[config.mk]
export PLATFORM = sky130hd
export DESIGN_NAME = cardio_mlp_seq
export DESIGN_NICKNAME = d
export VERILOG_FILES = /design/src/rtl/cardio_mlp_seq.sv
export SDC_FILE = /design/constraint.sdc
export NUM_CORES = 2
export LEC_CHECK = 0
export BUFFER_PORTS_ARGS = -buffer_cell sky130_fd_sc_hd__buf_2
export CAP_MARGIN = 20
export CORE_MARGIN = 1
export CORE_UTILIZATION = 50
export DETAILED_ROUTE_END_ITERATION = 10
export PLACE_DENSITY = 0.65
export SYNTH_ARGS = -nofsm -noshare
export SYNTH_HDL_FRONTEND = slang
export SYNTH_SLANG_ARGS = --single-unit
export TNS_END_PERCENT = 20
[constraint.sdc]
create_clock -name clk -period 9 [get_ports clk]
set_input_delay 2.25 -clock clk [delete_from_list [all_inputs] [get_ports clk]]
set_output_delay 2.25 -clock clk [all_outputs]
set_load 0.01 [all_outputs]
[src/rtl/cardio_mlp_seq.sv]
// cardio_mlp_seq
// Folded 21-feature / 3-hidden / 3-class MLP classifier. A single signed
// multiply-accumulate unit is time-shared across both layers under a small
// state machine (IDLE -> L0 -> L1 -> ARG -> DONE -> IDLE). Coefficients sit in
// an internal register file written through the cfg port while idle.
//
// Ports
//   clk, rst_n            clock (rising edge), synchronous active-low reset
//   in_valid/in_ready     feature vector handshake; in_ready high only in IDLE
//   in_data[83:0]         21 unsigned 4-bit features, feature f at [4f+3:4f]
//   cfg_we/addr/data      coefficient write port (78 entries), cfg_ready in IDLE
//   out_valid/out_ready   result handshake; out_valid high in DONE
//   out_class[1:0]        argmax index, ties resolve to the lower index
//   out_scores[59:0]      {o0, o1, o2}, 20-bit unsigned post-ReLU scores
//   busy                  high whenever not in IDLE
module cardio_mlp_seq (
  input  logic        clk,
  input  logic        rst_n,
  input  logic        in_valid,
  output logic        in_ready,
  input  logic [83:0] in_data,
  input  logic        cfg_we,
  input  logic [6:0]  cfg_addr,
  input  logic [17:0] cfg_data,
  output logic        cfg_ready,
  output logic        out_valid,
  input  logic        out_ready,
  output logic [1:0]  out_class,
  output logic [59:0] out_scores,
  output logic        busy
);

  typedef enum logic [2:0] {
    IDLE = 3'd0,
    L0   = 3'd1,
    L1   = 3'd2,
    ARG  = 3'd3,
    DONE = 3'd4
  } state_t;

  state_t state_q, state_d;

  // Coefficient file
  logic signed [7:0]  w0_q [63];
  logic signed [13:0] b0_q [3];
  logic signed [7:0]  w1_q [9];
  logic signed [17:0] b1_q [3];

  logic [83:0]        x_q;
  logic [1:0]         n_q;      // output neuron of the current layer
  logic [4:0]         f_q;      // input index of the current layer
  logic signed [20:0] acc_p1;
  logic [12:0]        h_q [3];
  logic [19:0]        o_q [3];
  logic [1:0]         class_q;
  logic [59:0]        scores_q;

  function automatic logic [12:0] relu_h(input logic signed [20:0] a);
    return a[20] ? 13'd0 : a[12:0];
  endfunction

  function automatic logic [19:0] relu_o(input logic signed [20:0] a);
    return a[20] ? 20'd0 : a[19:0];
  endfunction

  function automatic logic [1:0] argmax3(input logic [19:0] o0,
                                         input logic [19:0] o1,
                                         input logic [19:0] o2);
    logic [1:0]  c;
    logic [19:0] v;
    c = (o0 >= o1) ? 2'd0 : 2'd1;
    v = (o0 >= o1) ? o0 : o1;
    return (v >= o2) ? c : 2'd2;
  endfunction

  // ---------------------------------------------------------------- control
  always_ff @(posedge clk) begin
    if (!rst_n) state_q <= IDLE;
    else        state_q <= state_d;
  end

  always_comb begin
    state_d = state_q;
    case (state_q)
      IDLE: if (in_valid) state_d = L0;
      L0:   if (n_q == 2'd2 && f_q == 5'd20) state_d = L1;
      L1:   if (n_q == 2'd2 && f_q == 5'd2) state_d = ARG;
      ARG:  state_d = DONE;
      DONE: if (out_ready) state_d = IDLE;
      default: state_d = IDLE;
    endcase
  end

  assign in_ready   = rst_n && (state_q == IDLE);
  assign cfg_ready  = rst_n && (state_q == IDLE);
  assign busy       = (state_q != IDLE);
  assign out_valid  = (state_q == DONE);
  assign out_class  = class_q;
  assign out_scores = scores_q;

  // ---------------------------------------------------------------- stage p0: operand select and multiply
  logic [5:0]         w0_idx;
  logic [3:0]         w1_idx;
  logic [6:0]         x_sel;
  logic [3:0]         x_f;
  logic signed [14:0] mul_a;
  logic signed [7:0]  mul_b;
  logic signed [20:0] prod_p0;
  logic signed [20:0] seed_p0;
  logic signed [20:0] sum_p0;
  logic signed [20:0] acc_d;

  assign w0_idx = 6'(n_q) * 6'd21 + 6'(f_q);
  assign w1_idx = 4'(n_q) * 4'd3 + 4'(f_q[1:0]);
  assign x_sel  = {f_q, 2'b00};
  assign x_f    = x_q[x_sel +: 4];

  always_comb begin
    if (state_q == L1) begin
      mul_a   = {2'b00, h_q[f_q[1:0]]};
      mul_b   = w1_q[w1_idx];
      seed_p0 = {{3{b1_q[n_q][17]}}, b1_q[n_q]};
    end else begin
      mul_a   = {11'd0, x_f};
      mul_b   = w0_q[w0_idx];
      seed_p0 = {{7{b0_q[n_q][13]}}, b0_q[n_q]};
    end
    // Both layer products fit in 21 bits, so a 21-bit product is exact.
    prod_p0 = mul_a * mul_b;
    sum_p0  = ((f_q == 5'd0) ? seed_p0 : acc_p1) + prod_p0;
    // Layer 0 accumulates modulo 2^14; keep it sign-extended in the shared register.
    if (state_q == L1) acc_d = sum_p0;
    else               acc_d = {{7{sum_p0[13]}}, sum_p0[13:0]};
  end

  logic [1:0] off_b0, off_b1;
  logic [3:0] off_w1;
  logic       cfg_wr;

  assign off_b0 = 2'(cfg_addr - 7'd63);
  assign off_w1 = 4'(cfg_addr - 7'd66);
  assign off_b1 = 2'(cfg_addr - 7'd75);
  assign cfg_wr = cfg_we && (state_q == IDLE);

  // ---------------------------------------------------------------- stage p1: accumulator, layer results, outputs
  always_ff @(posedge clk) begin
    if (!rst_n) begin
      for (int i = 0; i < 63; i++) w0_q[i] <= '0;
      for (int i = 0; i < 9; i++)  w1_q[i] <= '0;
      for (int i = 0; i < 3; i++) begin
        b0_q[i] <= '0;
        b1_q[i] <= '0;
        h_q[i]  <= '0;
        o_q[i]  <= '0;
      end
      x_q      <= '0;
      n_q      <= '0;
      f_q      <= '0;
      acc_p1   <= '0;
      class_q  <= '0;
      scores_q <= '0;
    end else begin
      if (cfg_wr) begin
        if (cfg_addr < 7'd63)      w0_q[cfg_addr[5:0]] <= cfg_data[7:0];
        else if (cfg_addr < 7'd66) b0_q[off_b0]        <= cfg_data[13:0];
        else if (cfg_addr < 7'd75) w1_q[off_w1]        <= cfg_data[7:0];
        else if (cfg_addr < 7'd78) b1_q[off_b1]        <= cfg_data;
      end

      case (state_q)
        IDLE: begin
          if (in_valid) begin
            x_q <= in_data;
            n_q <= '0;
            f_q <= '0;
          end
        end
        L0: begin
          acc_p1 <= acc_d;
          if (f_q == 5'd20) begin
            h_q[n_q] <= relu_h(acc_d);
            f_q      <= '0;
            n_q      <= (n_q == 2'd2) ? 2'd0 : n_q + 2'd1;
          end else begin
            f_q <= f_q + 5'd1;
          end
        end
        L1: begin
          acc_p1 <= acc_d;
          if (f_q == 5'd2) begin
            o_q[n_q] <= relu_o(acc_d);
            f_q      <= '0;
            n_q      <= (n_q == 2'd2) ? 2'd0 : n_q + 2'd1;
          end else begin
            f_q <= f_q + 5'd1;
          end
        end
        ARG: begin
          class_q  <= argmax3(o_q[0], o_q[1], o_q[2]);
          scores_q <= {o_q[0], o_q[1], o_q[2]};
        end
        default: ;
      endcase
    end
  end

endmodule
==> run_results.csv <==
group,metric,value,unit
yosys,syn_inst,4053,
floorplan,ioPinCount,180,
setup_path,rr_startpoint,"f_q[1]$_SDFFE_PN0P_",
clock_tree,cts_tree,"yes",
floorplan,start_util,50.7,%
yosys,synth_area_per_cell,13.0,sq um
yosys,yosysTopAreaCellShare,50.1,%
drt,wl,132,mm
sta,rsz0062_at_grt,"false",
yosys,synth-simple-area-share,15.7,%
sta,maxSlewHeadroom,22.5,%
clock_tree,clock_path_buffers,3,
drt,routedWlPerCell,23.0,microns
place,gp_congestion,0.913,
sta,tightest_slew,1.16,ns
layout,fillers,8464,
sta,finalWorstSetupSlack,0.421,ns
setup_path,startpoint_type,"register",
yosys,synth.distinct_cells,73,
drt,avgViaCountPerCell,5.66,
sta,skew,0.0325,ns
clock_tree,clk_latency,0.71,ns
drt,vias,32300,
floorplan,dieWidth,327,microns
yosys,synth-edff-count,880,
sta,hold_ws,0.461,ns
drt,met1Wirelength,57.5,mm
setup_path,crit_path_frequent_cell,"fa_1",
yosys,synth_area_leaders,"edfxtp_1 50%, mux4_2 10%, and2_1 8.3%",
clock_tree,numClockSinks,1061,
grt,grt_pass1_wl,201,mm
sta,setup_tns,0,ns
yosys,synth_area_leader_cell,"edfxtp_1",
yosys,synthXorXnorAreaFrac,0.412,%
yosys,yosys_most_used_dff,"edfxtp_1",
min_path,holdCritPathClass,"reg2reg",
drt,wl_met2,63.4,mm
floorplan,chipHeight,327,microns
place,io_buffers,179,
setup_path,slowest_delay,0.56,ns
flow_run,maxCapViolations,0,
clock_tree,numCtsBuffers,111,
setup_path,critical_path.top_delay_family,"adder cells",
layout,final_cells,5711,
grt,antenna_found_initial,6,
sta,hold_viol,0,
run_status,status,"complete, no violations",
sta,slew_violations,0,
yosys,synth-compound-area-share,5.66,%
clock_tree,hold_buffers,0,
sta,fin_crit,8.58,ns
layout,nNetsFinal,4560,
sta,fmax,117,MHz
setup_path,cp-end-kind,"register",
layout,layout-drive-gt1-share,19.2,%
yosys,ys_seq_elements,1061,
power,power_per_cell_area,200,nW/um^2
floorplan,dieArea,107000,sq um
place,dp_cells,5481,
drt,dr_wl_met3,7.60,mm
drt,ant_nets,0,
yosys,seq_area_frac_synth,56.9,%
sta,finalCritPeriodShare,95.3,%
sta,finalSetupViolations,0,
drt,firstDrtPassIters,5,
setup_path,arrival,9.09,ns
grt,grt_overflow,0,
drt,highest-signal-layer,"met5",
grt,grt_max_degree,89,
layout,diodes,0,
setup_path,worstPathMaxFanout,61,
clock_tree,path_clk_slew,0.06,ns
drt,drc_errors,0,
min_path,hp-start,"out_scores[32]$_SDFFE_PN0P_",
yosys,ys_async_sr_fraction,0,%
power,vdd_drop_max,0.137,mV
yosys,synth_top_family_by_area,"simple AND/OR/NAND/NOR gates",
grt,grt_usage,24.8,%
setup_path,crit_buf_inv,5,
power,leakage,0.0223,uW
clock_tree,cts.root.buffer_cell,"clkbuf_16",
place,dp_slack,0.213,ns
clock_tree,h-tree-depth,3,
grt,grt_pass1_vias,32100,
yosys,netlist_area,52800,sq um
floorplan,rows,118,
setup_path,path_class,"reg2reg",
floorplan,coreArea,104000,sq um
place,dpl.hpwl,88.9,mm
yosys,muxShareOfSynthArea,11.9,%
setup_path,cpMaxStageDelayCell,"fa_1",
setup_path,critPathLaunch,"f_q[1]$_SDFFE_PN0P_",
layout,syn_to_final_growth,12.5,%
yosys,synth_warnings,0,
drt,drt_iter0_drc,2694,
yosys,synthAdderAreaFrac,6.20,%
setup_path,cp.required,9.51,ns
[power by group]
part | internal (uW) | total (uW) | switching, uW | leakage [uW]
clock | 2780 | 4710 | 1930 | 0.00184
combinational | 607 | 1590 | 984 | 0.0101
sequential | 5480 | 5550 | 73.7 | 0.0104
total | 8870 | 11900 | 2990 | 0.0223
[per-stage QoR]
step	cell area, sq um	util (%)	total power, uW
floorplan	52800	-	6700
global placement	55400	53.2	7210
detailed placement	55500	53.3	7240
CTS	59200	56.9	11900
global route	59400	57.0	12300
finish	59400	57.0	11900
[sequential cells by signal, summed over array words and instances (netlist names), named ones only]
signal,cells
h_q,52
w1_q,128
out_class,2
state_q,3
f_q,5
out_scores,60
x_q,84
b1_q,72
w0_q,512
n_q,2
o_q,60
acc_p1,21
b0_q,56
[cells in the final DEF, fill, tap and decap left out, types with 12 or more instances in the layout]
master,instances
clkinv_1,15
ha_1,117
buf_4,116
nor3_1,74
a21oi_1,61
o21a_1,19
and2_1,699
dfxtp_1,178
edfxtp_1,880
and3_1,17
nor4b_2,14
nand2_1,467
buf_2,195
o21ai_0,115
nand2b_1,19
mux2_2,40
mux4_2,237
nor2_1,185
xor2_1,13
clkinv_2,21
a21boi_0,151
inv_1,142
nand3_1,26
nor2b_1,12
fa_1,89
clkbuf_1,24
clkbuf_16,115
bufinv_16,13
a21o_1,16
mux2i_1,48
[synthesized netlist by cell type (8+ instances only)]
master and n:
nand2b_1 19, o21a_1 19, nor4b_1 10, a21o_1 16, nor4b_2 14, ha_1 119
o21ai_0 121, buf_6 10, mux2i_1 48, a2111oi_0 11, dfxtp_1 181, xor2_1 14
mux2_2 40, fa_1 89, mux4_2 237, xnor2_1 9, nand3_1 26, a31oi_1 8
nor2b_1 12, a211oi_1 9, edfxtp_1 880, or2_2 8, a21oi_1 61, o21bai_1 10
nor2_1 187, clkbuf_1 208, nor3_1 75, and2_1 700, nand2_1 468, buf_1 17
inv_1 142, a21boi_0 151, and3_1 17, buf_4 16, buf_2 19
[worst paths after layout]
check / end / slack (ns) / cells after the start
min: out_scores[32]$_SDFFE_PN0P_ / 0.46 / 2
max reg2reg: o_q[1][18]$_SDFFCE_PN0P_ / 0.42 / 28
max: o_q[1][18]$_SDFFCE_PN0P_ / 0.42 / 28
min reg2reg: out_scores[32]$_SDFFE_PN0P_ / 0.46 / 2
[worst register-to-register path: cells and delay by family, from the launching register on]
family / cells / cell delay, ns
fa+ha+maj: 9 / 3.75
mux: 1 / 0.38
simple gates: 5 / 1.13
flops: 1 / 0.34
compound gates: 7 / 1.83
xor+xnor: 1 / 0.16
buf+inv: 5 / 0.80
[timing repair]
item                                    4_1_cts  5_1_grt
endpoints found under the setup margin        0       87
gates resized for setup                       0        5
buffers inserted                              0        0
[kinds of logic (layout without fill, tap and decap cells)]
logic type | count (synthesis) | after routing
AOI/OAI and AO/OA | 449 | 449
xor gates and xnor gates | 24 | 24
adders and majority gates | 208 | 208
buffers and inverters | 413 | 684
DFF | 1061 | 1061
muxes | 325 | 325
other | 1 | 8
and+or+nand+nor | 1572 | 1572
[layout make-up]
| class | count | area, sq um | share of cell area, % |
|---|---|---|---|
| clock inverter | 56 | 619 | 1.04 |
| multi-input combinational | 2586 | 21100 | 35.6 |
| tap | 1380 | 1730 | 2.91 |
| sequential | 1061 | 30100 | 50.6 |
| clock buffer | 150 | 3110 | 5.23 |
| inverter | 143 | 537 | 0.904 |
| timing repair buffer | 335 | 2180 | 3.68 |
[metal layers]
metal  up-vias  track usage [%]
li1      14800                -
met1     16300             35.4
met2       997             40.4
met3       171             3.02
met4         8             6.65
met5         -                0
(Power assumes the default switching activity.)
